===== src/rtl/pe_mac_seq_if.sv =====
// pe_mac_seq_if: operand handshake, systolic forward and result bundle.
// The master drives operands, the slave is the PE.
interface pe_mac_seq_if #(
  parameter int DATA_W = 8,
  parameter int ACC_W  = 2*DATA_W
);
  logic              en;
  logic              in_valid;
  logic              in_ready;
  logic              acc_mode;
  logic [DATA_W-1:0] A_in;
  logic [DATA_W-1:0] B_in;
  logic [DATA_W-1:0] A_out;
  logic [DATA_W-1:0] B_out;
  logic [ACC_W-1:0]  C_out;
  logic              start;
  logic              done;
  logic              ovf;

  modport master (
    output en, in_valid, acc_mode, A_in, B_in,
    input  in_ready, A_out, B_out, C_out,
    input  start, done, ovf
  );

  modport slave (
    input  en, in_valid, acc_mode, A_in, B_in,
    output in_ready, A_out, B_out, C_out,
    output start, done, ovf
  );
endinterface


===== src/rtl/pe_mac_seq.sv =====
// pe_mac_seq: shift-add MAC PE with systolic A/B forward.
// Define PE_SAT_EN for saturating accumulate with sticky ovf.
module pe_mac_seq #(
  parameter int DATA_W = 8,
  parameter int ACC_W  = 2*DATA_W,
  parameter bit SIGNED = 1'b0
) (
  input  logic        clk,
  input  logic        rst_n,
  pe_mac_seq_if.slave bus
);
  localparam int PW = 2*DATA_W;
  localparam int CW = $clog2(DATA_W);
  localparam logic [CW-1:0] LAST = CW'(DATA_W-1);

  typedef enum logic [1:0] {
    S_IDLE,
    S_MUL,
    S_ACC
  } state_t;

  state_t r_state, w_nxt;

  logic [CW-1:0]     r_cnt;
  logic [PW-1:0]     r_mcand;
  logic [PW-1:0]     r_pp;
  logic [DATA_W-1:0] r_mplier;
  logic [DATA_W-1:0] r_a_out;
  logic [DATA_W-1:0] r_b_out;
  logic [ACC_W-1:0]  r_c;
  logic              r_neg;
  logic              r_mode;
  logic              r_start;
  logic              r_done;

  logic              w_idle;
  logic              w_accept;
  logic              w_sa;
  logic              w_sb;
  logic [DATA_W-1:0] w_ma;
  logic [DATA_W-1:0] w_mb;
  logic [PW-1:0]     w_p;
  logic [ACC_W-1:0]  w_pext;
  logic [ACC_W-1:0]  w_acc;

  assign w_idle   = (r_state == S_IDLE);
  assign w_accept = bus.en & bus.in_valid & w_idle;

  // |-2^(DATA_W-1)| still fits DATA_W bits as unsigned
  assign w_sa = SIGNED & bus.A_in[DATA_W-1];
  assign w_sb = SIGNED & bus.B_in[DATA_W-1];
  assign w_ma = w_sa ? -bus.A_in : bus.A_in;
  assign w_mb = w_sb ? -bus.B_in : bus.B_in;

  assign w_p    = r_neg ? -r_pp : r_pp;
  assign w_pext = SIGNED ? ACC_W'($signed(w_p))
                         : ACC_W'(w_p);

`ifdef PE_SAT_EN
  localparam logic [ACC_W-1:0] UMAX = '1;
  localparam logic [ACC_W-1:0] SMAX =
    {1'b0, {(ACC_W-1){1'b1}}};
  localparam logic [ACC_W-1:0] SMIN =
    {1'b1, {(ACC_W-1){1'b0}}};

  logic [ACC_W:0] w_sum;
  logic           w_sat;
  logic           r_ovf;

  assign w_sum = {1'b0, r_c} + {1'b0, w_pext};

  always_comb begin
    w_sat = 1'b0;
    w_acc = w_sum[ACC_W-1:0];
    if (SIGNED) begin
      if ((r_c[ACC_W-1] == w_pext[ACC_W-1]) &&
          (w_sum[ACC_W-1] != r_c[ACC_W-1])) begin
        w_sat = 1'b1;
        w_acc = r_c[ACC_W-1] ? SMIN : SMAX;
      end
    end else if (w_sum[ACC_W]) begin
      w_sat = 1'b1;
      w_acc = UMAX;
    end
  end

  always_ff @(posedge clk or negedge rst_n) begin
    if (!rst_n) begin
      r_ovf <= 1'b0;
    end else if (bus.en) begin
      if (w_accept && !bus.acc_mode) begin
        r_ovf <= 1'b0;
      end else if ((r_state == S_ACC) &&
                   r_mode && w_sat) begin
        r_ovf <= 1'b1;
      end
    end
  end

  assign bus.ovf = r_ovf;
`else
  assign w_acc   = r_c + w_pext;
  assign bus.ovf = 1'b0;
`endif

  always_ff @(posedge clk or negedge rst_n) begin
    if (!rst_n) begin
      r_state <= S_IDLE;
    end else if (bus.en) begin
      r_state <= w_nxt;
    end
  end

  always_comb begin
    w_nxt = r_state;
    unique case (1'b1)
      (r_state == S_IDLE): begin
        if (bus.in_valid) w_nxt = S_MUL;
      end
      (r_state == S_MUL): begin
        if (r_cnt == LAST) w_nxt = S_ACC;
      end
      (r_state == S_ACC): begin
        w_nxt = S_IDLE;
      end
      default: w_nxt = S_IDLE;
    endcase
  end

  always_ff @(posedge clk or negedge rst_n) begin
    if (!rst_n) begin
      r_cnt    <= '0;
      r_mcand  <= '0;
      r_pp     <= '0;
      r_mplier <= '0;
      r_a_out  <= '0;
      r_b_out  <= '0;
      r_c      <= '0;
      r_neg    <= 1'b0;
      r_mode   <= 1'b0;
      r_start  <= 1'b0;
      r_done   <= 1'b0;
    end else if (bus.en) begin
      r_start <= w_accept;
      r_done  <= (r_state == S_ACC);
      unique case (1'b1)
        w_accept: begin
          r_mcand  <= {{DATA_W{1'b0}}, w_ma};
          r_mplier <= w_mb;
          r_pp     <= '0;
          r_cnt    <= '0;
          r_neg    <= w_sa ^ w_sb;
          r_mode   <= bus.acc_mode;
          r_a_out  <= bus.A_in;
          r_b_out  <= bus.B_in;
        end
        (r_state == S_MUL): begin
          if (r_mplier[0]) r_pp <= r_pp + r_mcand;
          r_mcand  <= r_mcand << 1;
          r_mplier <= r_mplier >> 1;
          r_cnt    <= r_cnt + CW'(1);
        end
        (r_state == S_ACC): begin
          r_c <= r_mode ? w_acc : w_pext;
        end
        default: ;
      endcase
    end
  end

  assign bus.in_ready = w_idle;
  assign bus.A_out    = r_a_out;
  assign bus.B_out    = r_b_out;
  assign bus.C_out    = r_c;
  assign bus.start    = r_start;
  assign bus.done     = r_done;
endmodule


===== src/flat_wrapper.sv =====
// flat-port wrapper written by rule: the top's interface ports become plain ports
module pe_mac_seq_flat 
#(
  parameter int DATA_W = 8,
  parameter int ACC_W  = 2*DATA_W,
  parameter bit SIGNED = 1'b0
)
  (clk, rst_n, bus_en, bus_in_valid, bus_acc_mode, bus_A_in, bus_B_in, bus_in_ready, bus_A_out, bus_B_out, bus_C_out, bus_start, bus_done, bus_ovf);
  pe_mac_seq_if #(.DATA_W(DATA_W), .ACC_W(ACC_W)) bus_i ();
  input  logic clk;
  input  logic rst_n;
  input wire logic [$bits(bus_i.en)-1:0] bus_en;
  input wire logic [$bits(bus_i.in_valid)-1:0] bus_in_valid;
  input wire logic [$bits(bus_i.acc_mode)-1:0] bus_acc_mode;
  input wire logic [$bits(bus_i.A_in)-1:0] bus_A_in;
  input wire logic [$bits(bus_i.B_in)-1:0] bus_B_in;
  output wire logic [$bits(bus_i.in_ready)-1:0] bus_in_ready;
  output wire logic [$bits(bus_i.A_out)-1:0] bus_A_out;
  output wire logic [$bits(bus_i.B_out)-1:0] bus_B_out;
  output wire logic [$bits(bus_i.C_out)-1:0] bus_C_out;
  output wire logic [$bits(bus_i.start)-1:0] bus_start;
  output wire logic [$bits(bus_i.done)-1:0] bus_done;
  output wire logic [$bits(bus_i.ovf)-1:0] bus_ovf;
  assign bus_i.en = bus_en;
  assign bus_i.in_valid = bus_in_valid;
  assign bus_i.acc_mode = bus_acc_mode;
  assign bus_i.A_in = bus_A_in;
  assign bus_i.B_in = bus_B_in;
  assign bus_in_ready = bus_i.in_ready;
  assign bus_A_out = bus_i.A_out;
  assign bus_B_out = bus_i.B_out;
  assign bus_C_out = bus_i.C_out;
  assign bus_start = bus_i.start;
  assign bus_done = bus_i.done;
  assign bus_ovf = bus_i.ovf;
  pe_mac_seq #(.DATA_W(DATA_W), .ACC_W(ACC_W), .SIGNED(SIGNED)) u_core (.clk(clk), .rst_n(rst_n), .bus(bus_i));
endmodule

===== config.mk =====
export PLATFORM = sky130hd
export DESIGN_NAME = pe_mac_seq_flat
export DESIGN_NICKNAME = d
export VERILOG_FILES = /design/src/rtl/pe_mac_seq_if.sv /design/src/rtl/pe_mac_seq.sv /design/src/flat_wrapper.sv
export SDC_FILE = /design/constraint.sdc
export NUM_CORES = 1
export LEC_CHECK = 0
export ABC_AREA = 1
export CAP_MARGIN = 20
export CORE_MARGIN = 10
export CORE_UTILIZATION = 60
export DETAILED_ROUTE_END_ITERATION = 8
export PLACE_DENSITY = 0.91
export REMOVE_ABC_BUFFERS = 1
export SLEW_MARGIN = 25
export SYNTH_ARGS = -nofsm -noshare
export SYNTH_HDL_FRONTEND = slang
export SYNTH_SLANG_ARGS = --single-unit

===== constraint.sdc =====
create_clock -name clk -period 5.12 [get_ports clk]
set_input_delay 0.768 -clock clk [delete_from_list [all_inputs] [get_ports clk]]
set_output_delay 0.768 -clock clk [all_outputs]
set_load 0.05 [all_outputs]

==> results.cfg, run 1 <==
[floorplanning]
core_um2 = 8220
die_h_um = 112
initial_core_util = 0.618
die_w_um = 112
dieArea_um2 = 12500
pin_count = 57
rows = 33

[clocking]
insertion_delay_ps = 370
cts.sinks = 80
postCtsSetupRepairBufs = 0
clock_path_buffers = 2
clk_pin_slew_ps = 80
post_cts_resized = 0
cts_max_level = 3
cts_tree = built
cts_buffers = 9
hold_buffers = 0
cts_root_buf = clkbuf_8

[drt]
ant_nets = 0
drc = 0
drt-wirelength-per-cell_um = 13.9
drtPass1Iterations = 5
wl_um = 11800
dr.first_iter.drc_count = 215
via_per_inst = 5.48
vias = 4652

[setup_path]
reg2regPathDepth = 6
crit_fanout = 4
criticalPathCategory = flip-flop to output pin
critPathTopFamily = buffers and inverters
cp.required_ps = 4350
crit_path_start_kind = flip-flop
endpoint_kind = output pin
critPathMaxStageDelay_ps = 840
r2r_slack_ps = 2970
path_cells = nor2_2 > clkdlybuf4s50_1
critPathArrivalTime_ps = 1860
path_buf_inv = 1
cp_num_cells = 2
cp_slowest_cell = clkdlybuf4s50_1

[grt]
grt_pass1_wl_um = 20400
grt.met1_usage = 0.223
gr-usage-met2 = 0.325
grt-ovfl-total = 0
grt_max_degree = 81
use_met3 = 0.0569
grt_use_total = 0.190
first_global_vias = 4524
antenna_found_initial = 0
grt-busiest-layer = met2

[yosys]
yosys-top-cells-area = dfrtp_1 (39%), nand2_1 (19%), ha_1 (7.9%)
avgSynthCellArea_um2 = 7.34
yosysWarnings = 0
synth_top_area_share = 0.394
syn_inst = 691
ys_seq_area_frac = 0.394
synthesis.area_um2 = 5070
ys_ff_latch = 80
synth_cell_type_count = 41
yosysTopAreaCell = dfrtp_1

[finish]
multi_input_area_um2 = 2640
fillers = 645
nets = 795
antenna_cells = 0
syn_to_final_growth_pct = 15.7
final_cell_mix = nand2_1 (260), dfrtp_1 (80), inv_1 (76), clkdlybuf4s50_1 (54), nor2_1 (46)
final_common_cell = nand2_1
layout-drive-gt1-share = 0.0524
register_area_um2 = 2000

[timing]
rsz0062_at_grt = no
finClkSkew_ps = 11.3
slew_headroom = 0.371
slew_violations = 0
worst_slack_ps = 2490
maxClockFrequency_ghz = 0.380
min_period_ps = 2630
hold_viol_final = 0
fin_setup_tns_ps = 0
worst_pin_slew_ps = 937
fin_crit_sh = 0.513
finalSetupViolations = 0

[power]
p_comb_frac = 0.556
p_clk_frac = 0.142
p_sw_frac = 0.490
p_seq_frac = 0.302
switchingPower_mw = 1.78
powerDensity_nw_per_um2 = 620
p_int_mw = 1.85
ir_worst_vdd_v = 0.000388
p_leak_nw = 3.13

[run]
drv.max_cap_violation_count = 0

[min_path]
hold_class = input pin to async pin

[placement]
place_congestion = 0.943
dp_hpwl_um = 8950
numPortBuffers = 55
pre_cts_ws_ps = 2480

[status]
status = finished, final reports clean
-- cell type report --
type                    count  share of cell area
flip-flops and latches     80               0.341
well taps                 105              0.0224
clock buffers               9              0.0211
multi-input cells         510               0.449
clock inverters             6              0.0160
repair buffers             56              0.0953
inverters                  83              0.0552
-- synth_stat cells, drive strengths merged --
cell type  number
nand2         264
inv            82
dfrtp          80
nor2           49
o21ai          41
nand3          40
ha             32
a21oi          31
o211ai         17
buf            14
xor2            5
clkbuf          4
nand3b          4
nor3            4
o31ai           4
xnor2           4
o22ai           3
a31oi           2
fa              2
nand4           2
or2             2
a21o            1
and2            1
clkinv          1
conb            1
o21a            1
-- flip-flops by register name (all words and copies together) (netlist names) --
register	flops
u_core.bus.start	1
u_core.r_state	2
u_core.bus.C_out	16
u_core.r_mplier	8
u_core.bus.A_out	8
u_core.r_mode	1
u_core.bus.B_out	8
u_core.r_mcand	16
u_core.bus.done	1
u_core.r_cnt	3
u_core.r_pp	16
-- cell families (layout without fill, tap and decap cells) --
kind of cell             after synthesis  in the layout  share of synthesized area
other                                  1              1                   0.000739
adder cells (fa/ha/maj)               34             34                     0.0868
flip-flops                            80             80                      0.394
AND/OR/NAND/NOR                      366            366                      0.299
AO/OA/AOI/OAI                        100            100                      0.118
buffers and inverters                101            154                     0.0860
XOR/XNOR                               9              9                     0.0155
-- power by group through the flow --
| stage | Clock [mW] | Combinational, mW | Sequential (mW) |
|---|---|---|---|
| 3_3_place_gp | 0 | 1.92 | 1.10 |
| 5_1_grt | 0.550 | 2.24 | 1.13 |
| 6_report | 0.517 | 2.02 | 1.10 |
| 3_5_place_dp | 0 | 2.01 | 1.10 |
| 2_1_floorplan | 0 | 1.14 | 1.41 |
| 4_1_cts | 0.523 | 2.02 | 1.10 |
-- path summary, 6_finish.rpt --
kind,startpoint,endpoint
setup reg to reg,u_core.r_state[0],u_core.r_pp[12]
min in group clk,u_core.bus.B_out[6],u_core.bus.B_out[6]
setup / recovery,u_core.r_state[0],bus_in_ready
hold reg to reg,u_core.bus.B_out[6],u_core.bus.B_out[6]
hold / removal,rst_n,u_core.bus.C_out[4]
max in group asynchronous,rst_n,u_core.r_cnt[1]
-- per-layer routing --
layer / routed length [um] / share of wire / up-vias
li1: - / - / 2313
met2: 5700 / 0.48 / 160
met3: 892 / 0.076 / 22
met5: 0 / 0 / -
met4: 238 / 0.020 / 0
met1: 4980 / 0.42 / 2157
-- through the flow --
step | utilization | hold slack, ps | instances | power, mW | cell area (um2)
final | 0.714 | 428 | 849 | 3.64 | 5870
after detailed placement | 0.688 | 466 | 834 | 3.11 | 5650
after global routing | 0.714 | 483 | 849 | 3.92 | 5870
after floorplan | - | 457 | 673 | 2.55 | 4960
after CTS | 0.714 | 488 | 849 | 3.64 | 5870
after global placement | 0.688 | 468 | 834 | 3.02 | 5650
Note: power is estimated with default switching activity, not from simulation.
==> run 2: changes to the inputs <==
--- a/config.mk
+++ b/config.mk
@@ -8,9 +8,9 @@
 export ABC_AREA = 1
 export CAP_MARGIN = 20
 export CORE_MARGIN = 10
-export CORE_UTILIZATION = 60
+export CORE_UTILIZATION = 52
 export DETAILED_ROUTE_END_ITERATION = 8
-export PLACE_DENSITY = 0.91
+export PLACE_DENSITY = 0.85
 export REMOVE_ABC_BUFFERS = 1
 export SLEW_MARGIN = 25
 export SYNTH_ARGS = -nofsm -noshare
==> constraint.sdc (replaced) <==
create_clock -name clk -period 2.4 [get_ports clk]
set_input_delay 0.36 -clock clk [delete_from_list [all_inputs] [get_ports clk]]
set_output_delay 0.36 -clock clk [all_outputs]
set_load 0.05 [all_outputs]
==> run 2 against run 1 <==
  * Global-route usage is 1.6 points lower
  * Critical path depth stayed put
  * First-iteration DRC count is 37% higher
  * Clock skew is 1.9 ps higher
  * Sequential share of layout area is 0.37 points lower
  * Count of clock-buffer cells in the layout stayed put
  * Via count is 0.49% lower
  * Register-to-register slack worse by 2600 ps
  * Routed wire length is 1.8% higher
  * Flip-flop and latch count stayed put
  * Critical path type unchanged
  * Largest power group unchanged
  * Highest routed layer unchanged
==> results.cfg, run 2 (synthesis gave the netlist of run 1 again) <==
[status]
status = finished, final reports clean

[clocking]
cts.sinks = 80
cts_tree = built
cts_max_level = 3
cts_root_buf = clkbuf_8
insertion_delay_ps = 370
post_cts_resized = 0
cts_buffers = 9
clock_path_buffers = 2
clk_pin_slew_ps = 100

[finish]
syn_to_final_growth_pct = 17.0
final_cell_mix = nand2_1 (260), dfrtp_1 (80), inv_1 (76), clkdlybuf4s50_1 (54), nor2_1 (46)
antenna_cells = 0
nets = 801
fin_area_um2 = 5940
final_cells = 880
final_common_cell = nand2_1
layout-drive-gt1-share = 0.0599

[drt]
wl_um = 12000
vias = 4629
dr.first_iter.drc_count = 295
drt-wirelength-per-cell_um = 13.7
drc = 0
via_per_inst = 5.26
ant_nets = 0
drtPass1Iterations = 5

[setup_path]
r2r_slack_ps = 330
cp.required_ps = 2040
critPathArrivalTime_ps = 1870
r2r_start = u_core.r_pp[0]
crit_path_start_kind = flip-flop
endpoint_kind = output pin
reg2regPathDepth = 12
crit_fanout = 4
r2r_end = u_core.r_pp[14]
criticalPathCategory = flip-flop to output pin

[timing]
whs_ps = 422
finalSetupViolations = 0
slew_headroom = 0.654
hold_viol_final = 0
worst_pin_slew_ps = 517
finClkSkew_ps = 13.2
maxClockFrequency_ghz = 0.448
slew_violations = 0
rsz0062_at_grt = no
fin_crit_sh = 0.930
fin_setup_tns_ps = 0
min_period_ps = 2230

[placement]
postPlaceCellArea_um2 = 5730
dp_hpwl_um = 9190
dp_cells = 863
place_congestion = 0.876
numPortBuffers = 55

[power]
p_comb_frac = 0.571
ir_worst_vdd_v = 0.000777
p_clk_frac = 0.131
p_sw_frac = 0.505
p_leak_nw = 3.15
switchingPower_mw = 3.88
powerDensity_nw_per_um2 = 1290
p_seq_frac = 0.299
p_int_mw = 3.80

[grt]
grt_use_total = 0.174
first_global_vias = 4637
grt_max_degree = 61
grt-ovfl-total = 0
antenna_found_initial = 0
grt_pass1_wl_um = 21000

[floorplanning]
die_w_um = 119
core_um2 = 9370
rows = 35
die_h_um = 119
dieArea_um2 = 14100
initial_core_util = 0.542
pin_count = 57

[min_path]
hold_class = input pin to async pin

[run]
drv.max_cap_violation_count = 0
run 2: critical path, cell delays in order (launching register included):
cell,delay [ps]
dfrtp_1,460
nor2_2,200
clkdlybuf4s50_1,850
run 2: repair_timing:
action	in CTS	in global routing
buffers inserted	0	0
endpoints found under the setup margin	0	0
hold buffers	1	0
endpoints found under the hold margin	20	0
run 2: routing by layer:
layer / vias up / global-route usage / share of wire
met4: 0 / 0.0519 / 0.013
met3: 16 / 0.0505 / 0.063
met5: - / 0 / 0
met1: 2176 / 0.215 / 0.45
li1: 2329 / - / -
met2: 108 / 0.288 / 0.47
run 2: cell type report:
class / instances / area, um2
inverters: 83 / 324
clock inverters: 7 / 72.6
fillers: 829 / 3440
multi-input cells: 510 / 2640
clock buffers: 9 / 124
well taps: 129 / 161
flip-flops and latches: 80 / 2000
repair buffers: 62 / 616
run 2: worst max path at each step:
| stage | start | slack (ps) | to |
|---|---|---|---|
| final | u_core.r_state[0] | 170 | bus_in_ready |
| after global routing | u_core.r_state[0] | 80 | bus_in_ready |
| after CTS | u_core.r_state[0] | 150 | bus_in_ready |
| after detailed placement | bus_en | 330 | u_core.r_mcand[1] |
| after global placement | bus_en | 420 | u_core.bus.C_out[3] |
| after floorplan | u_core.bus.C_out[0] | 340 | u_core.bus.C_out[8] |
run 2: power groups by stage:
stage / logic (mW) / registers [mW] / clock network [mW]
4_1_cts: 4.40 / 2.29 / 1.01
6_report: 4.38 / 2.29 / 1.00
5_1_grt: 4.90 / 2.36 / 1.08
3_5_place_dp: 4.37 / 2.31 / 0
2_1_floorplan: 2.44 / 3.00 / 0
3_3_place_gp: 4.23 / 2.29 / 0
run 2: per-stage QoR:
step | power (mW) | setup slack (ps) | util
after floorplan | 5.43 | 335 | -
after global placement | 6.52 | 416 | 0.611
after detailed placement | 6.69 | 330 | 0.611
after CTS | 7.70 | 153 | 0.633
after global routing | 8.34 | 75.8 | 0.633
final | 7.68 | 169 | 0.633
==> run 3: changes to the inputs <==
--- a/config.mk
+++ b/config.mk
@@ -7,7 +7,7 @@
 export LEC_CHECK = 0
 export ABC_AREA = 1
 export CAP_MARGIN = 20
-export CORE_MARGIN = 10
+export CORE_MARGIN = 2
 export CORE_UTILIZATION = 52
 export DETAILED_ROUTE_END_ITERATION = 8
 export PLACE_DENSITY = 0.85
==> run 3 against run 2 <==
  * Non-clock buffer count stayed put
  * Via count is 1.1% lower
  * Flip-flop and latch count stayed put
  * Routed wire length is 6.6% lower
  * Highest routed layer unchanged
  * Critical path type unchanged
  * Critical endpoint unchanged
  * Count of clock-buffer cells in the layout stayed put
==> results.cfg, run 3 (synthesis gave the netlist of run 1 again) <==
[clocking]
clk_pin_slew_ps = 100
insertion_delay_ps = 360
postCtsSetupRepairBufs = 0
cts_max_level = 3
cts_tree = built
cts_buffers = 9
cts_root_buf = clkbuf_8
clock_path_buffers = 2
hold_buffers = 1
post_cts_resized = 0
cts.sinks = 80

[setup_path]
crit_fanout = 4
cp.required_ps = 2040
critPathArrivalTime_ps = 1860
criticalPathCategory = flip-flop to output pin
endpoint_kind = output pin
crit_path_start_kind = flip-flop

[timing]
maxClockFrequency_ghz = 0.451
worst_pin_slew_ps = 561
finalSetupViolations = 0
finClkSkew_ps = 14.7
hold_viol_final = 0
min_period_ps = 2220
slew_violations = 0
slew_headroom = 0.626
fin_crit_sh = 0.923
fin_setup_tns_ps = 0
rsz0062_at_grt = no

[floorplanning]
rows = 36
initial_core_util = 0.526
dieArea_um2 = 10600
pin_count = 57
core_um2 = 9640
die_h_um = 103
die_w_um = 103

[power]
powerDensity_nw_per_um2 = 1300
p_int_mw = 3.89
ir_worst_vdd_v = 0.000858
switchingPower_mw = 3.82
p_comb_frac = 0.566
p_seq_frac = 0.297
p_sw_frac = 0.495
p_leak_nw = 3.16
p_clk_frac = 0.137

[status]
status = finished, final reports clean

[drt]
vias = 4577
wl_um = 11200
drt-wirelength-per-cell_um = 12.7
drtPass1Iterations = 5
ant_nets = 0
via_per_inst = 5.18
drc = 0
dr.first_iter.drc_count = 186

[placement]
dp_hpwl_um = 8540
numPortBuffers = 55
postPlaceCellArea_um2 = 5730
place_congestion = 0.810

[finish]
antenna_cells = 0
final_common_cell = nand2_1
syn_to_final_growth_pct = 17.3
final_cell_mix = nand2_1 (260), dfrtp_1 (80), inv_1 (76), clkdlybuf4s50_1 (54), nor2_1 (46)
nets = 801
fillers = 884
fin_area_um2 = 5950
layout-drive-gt1-share = 0.0599

[grt]
grt_max_degree = 43
grt_use_total = 0.233
first_global_vias = 4468
grt_pass1_wl_um = 19600
antenna_found_initial = 0
grt-ovfl-total = 0

[min_path]
hold_class = flip-flop to flip-flop

[run]
drv.max_cap_violation_count = 0
-- run 3: changes by cell type in the layout (fill, tap and decap cells not counted) --
cell,change
clkinv_8,-1
inv_6,+1
inv_8,-1
bufinv_16,+1
-- run 3: final timing paths --
check / from / to / slack (ps) / cells after the start
min: u_core.bus.A_out[2] / u_core.bus.A_out[2] / 490 / 2
max in group asynchronous: rst_n / u_core.r_cnt[0] / 1260 / 3
min reg2reg: u_core.bus.A_out[2] / u_core.bus.A_out[2] / 490 / 2
min in group asynchronous: rst_n / u_core.bus.A_out[1] / 530 / 2
max: u_core.r_state[0] / bus_in_ready / 180 / 2
max reg2reg: u_core.r_pp[0] / u_core.r_pp[14] / 360 / 12
-- run 3: metal layers --
metal | track usage | wire [um] | part of all wire | vias up
met4 | 0.0830 | 198 | 0.018 | 0
met5 | 0 | 0 | 0 | -
met2 | 0.395 | 5380 | 0.48 | 117
li1 | - | - | - | 2326
met1 | 0.307 | 5210 | 0.46 | 2115
met3 | 0.0325 | 437 | 0.039 | 19
-- run 3: cell type report --
cell class                 instances  area [um2]  share of cell area
timing repair buffer              62         616               0.103
sequential                        80        2000               0.336
multi-input combinational        510        2640               0.443
inverter                          83         324              0.0544
tap                              133         166              0.0280
clock inverter                     7        83.8              0.0141
clock buffer                       9         124              0.0208
-- run 3: per-stage QoR --
step	hold WS [ps]	instances	setup slack [ps]	util	total power [mW]
2_1_floorplan	64.4	673	335	-	5.43
3_3_place_gp	389	867	420	0.595	6.49
3_5_place_dp	388	867	300	0.595	6.66
4_1_cts	495	884	171	0.617	7.73
5_1_grt	515	884	112	0.617	8.34
6_report	493	884	184	0.617	7.71
-- run 3: power groups by stage --
stage / Sequential, mW / Clock [mW] / Combinational (mW)
final: 2.29 / 1.05 / 4.37
after global routing: 2.35 / 1.13 / 4.86
after CTS: 2.29 / 1.07 / 4.37
after detailed placement: 2.30 / 0 / 4.35
after global placement: 2.29 / 0 / 4.20
after floorplan: 3.00 / 0 / 2.44
-- run 3: critical path, stage by stage (launching register included) --
cell             delay [ps]
dfrtp_1                 460
nor2_2                  200
clkdlybuf4s50_1         840
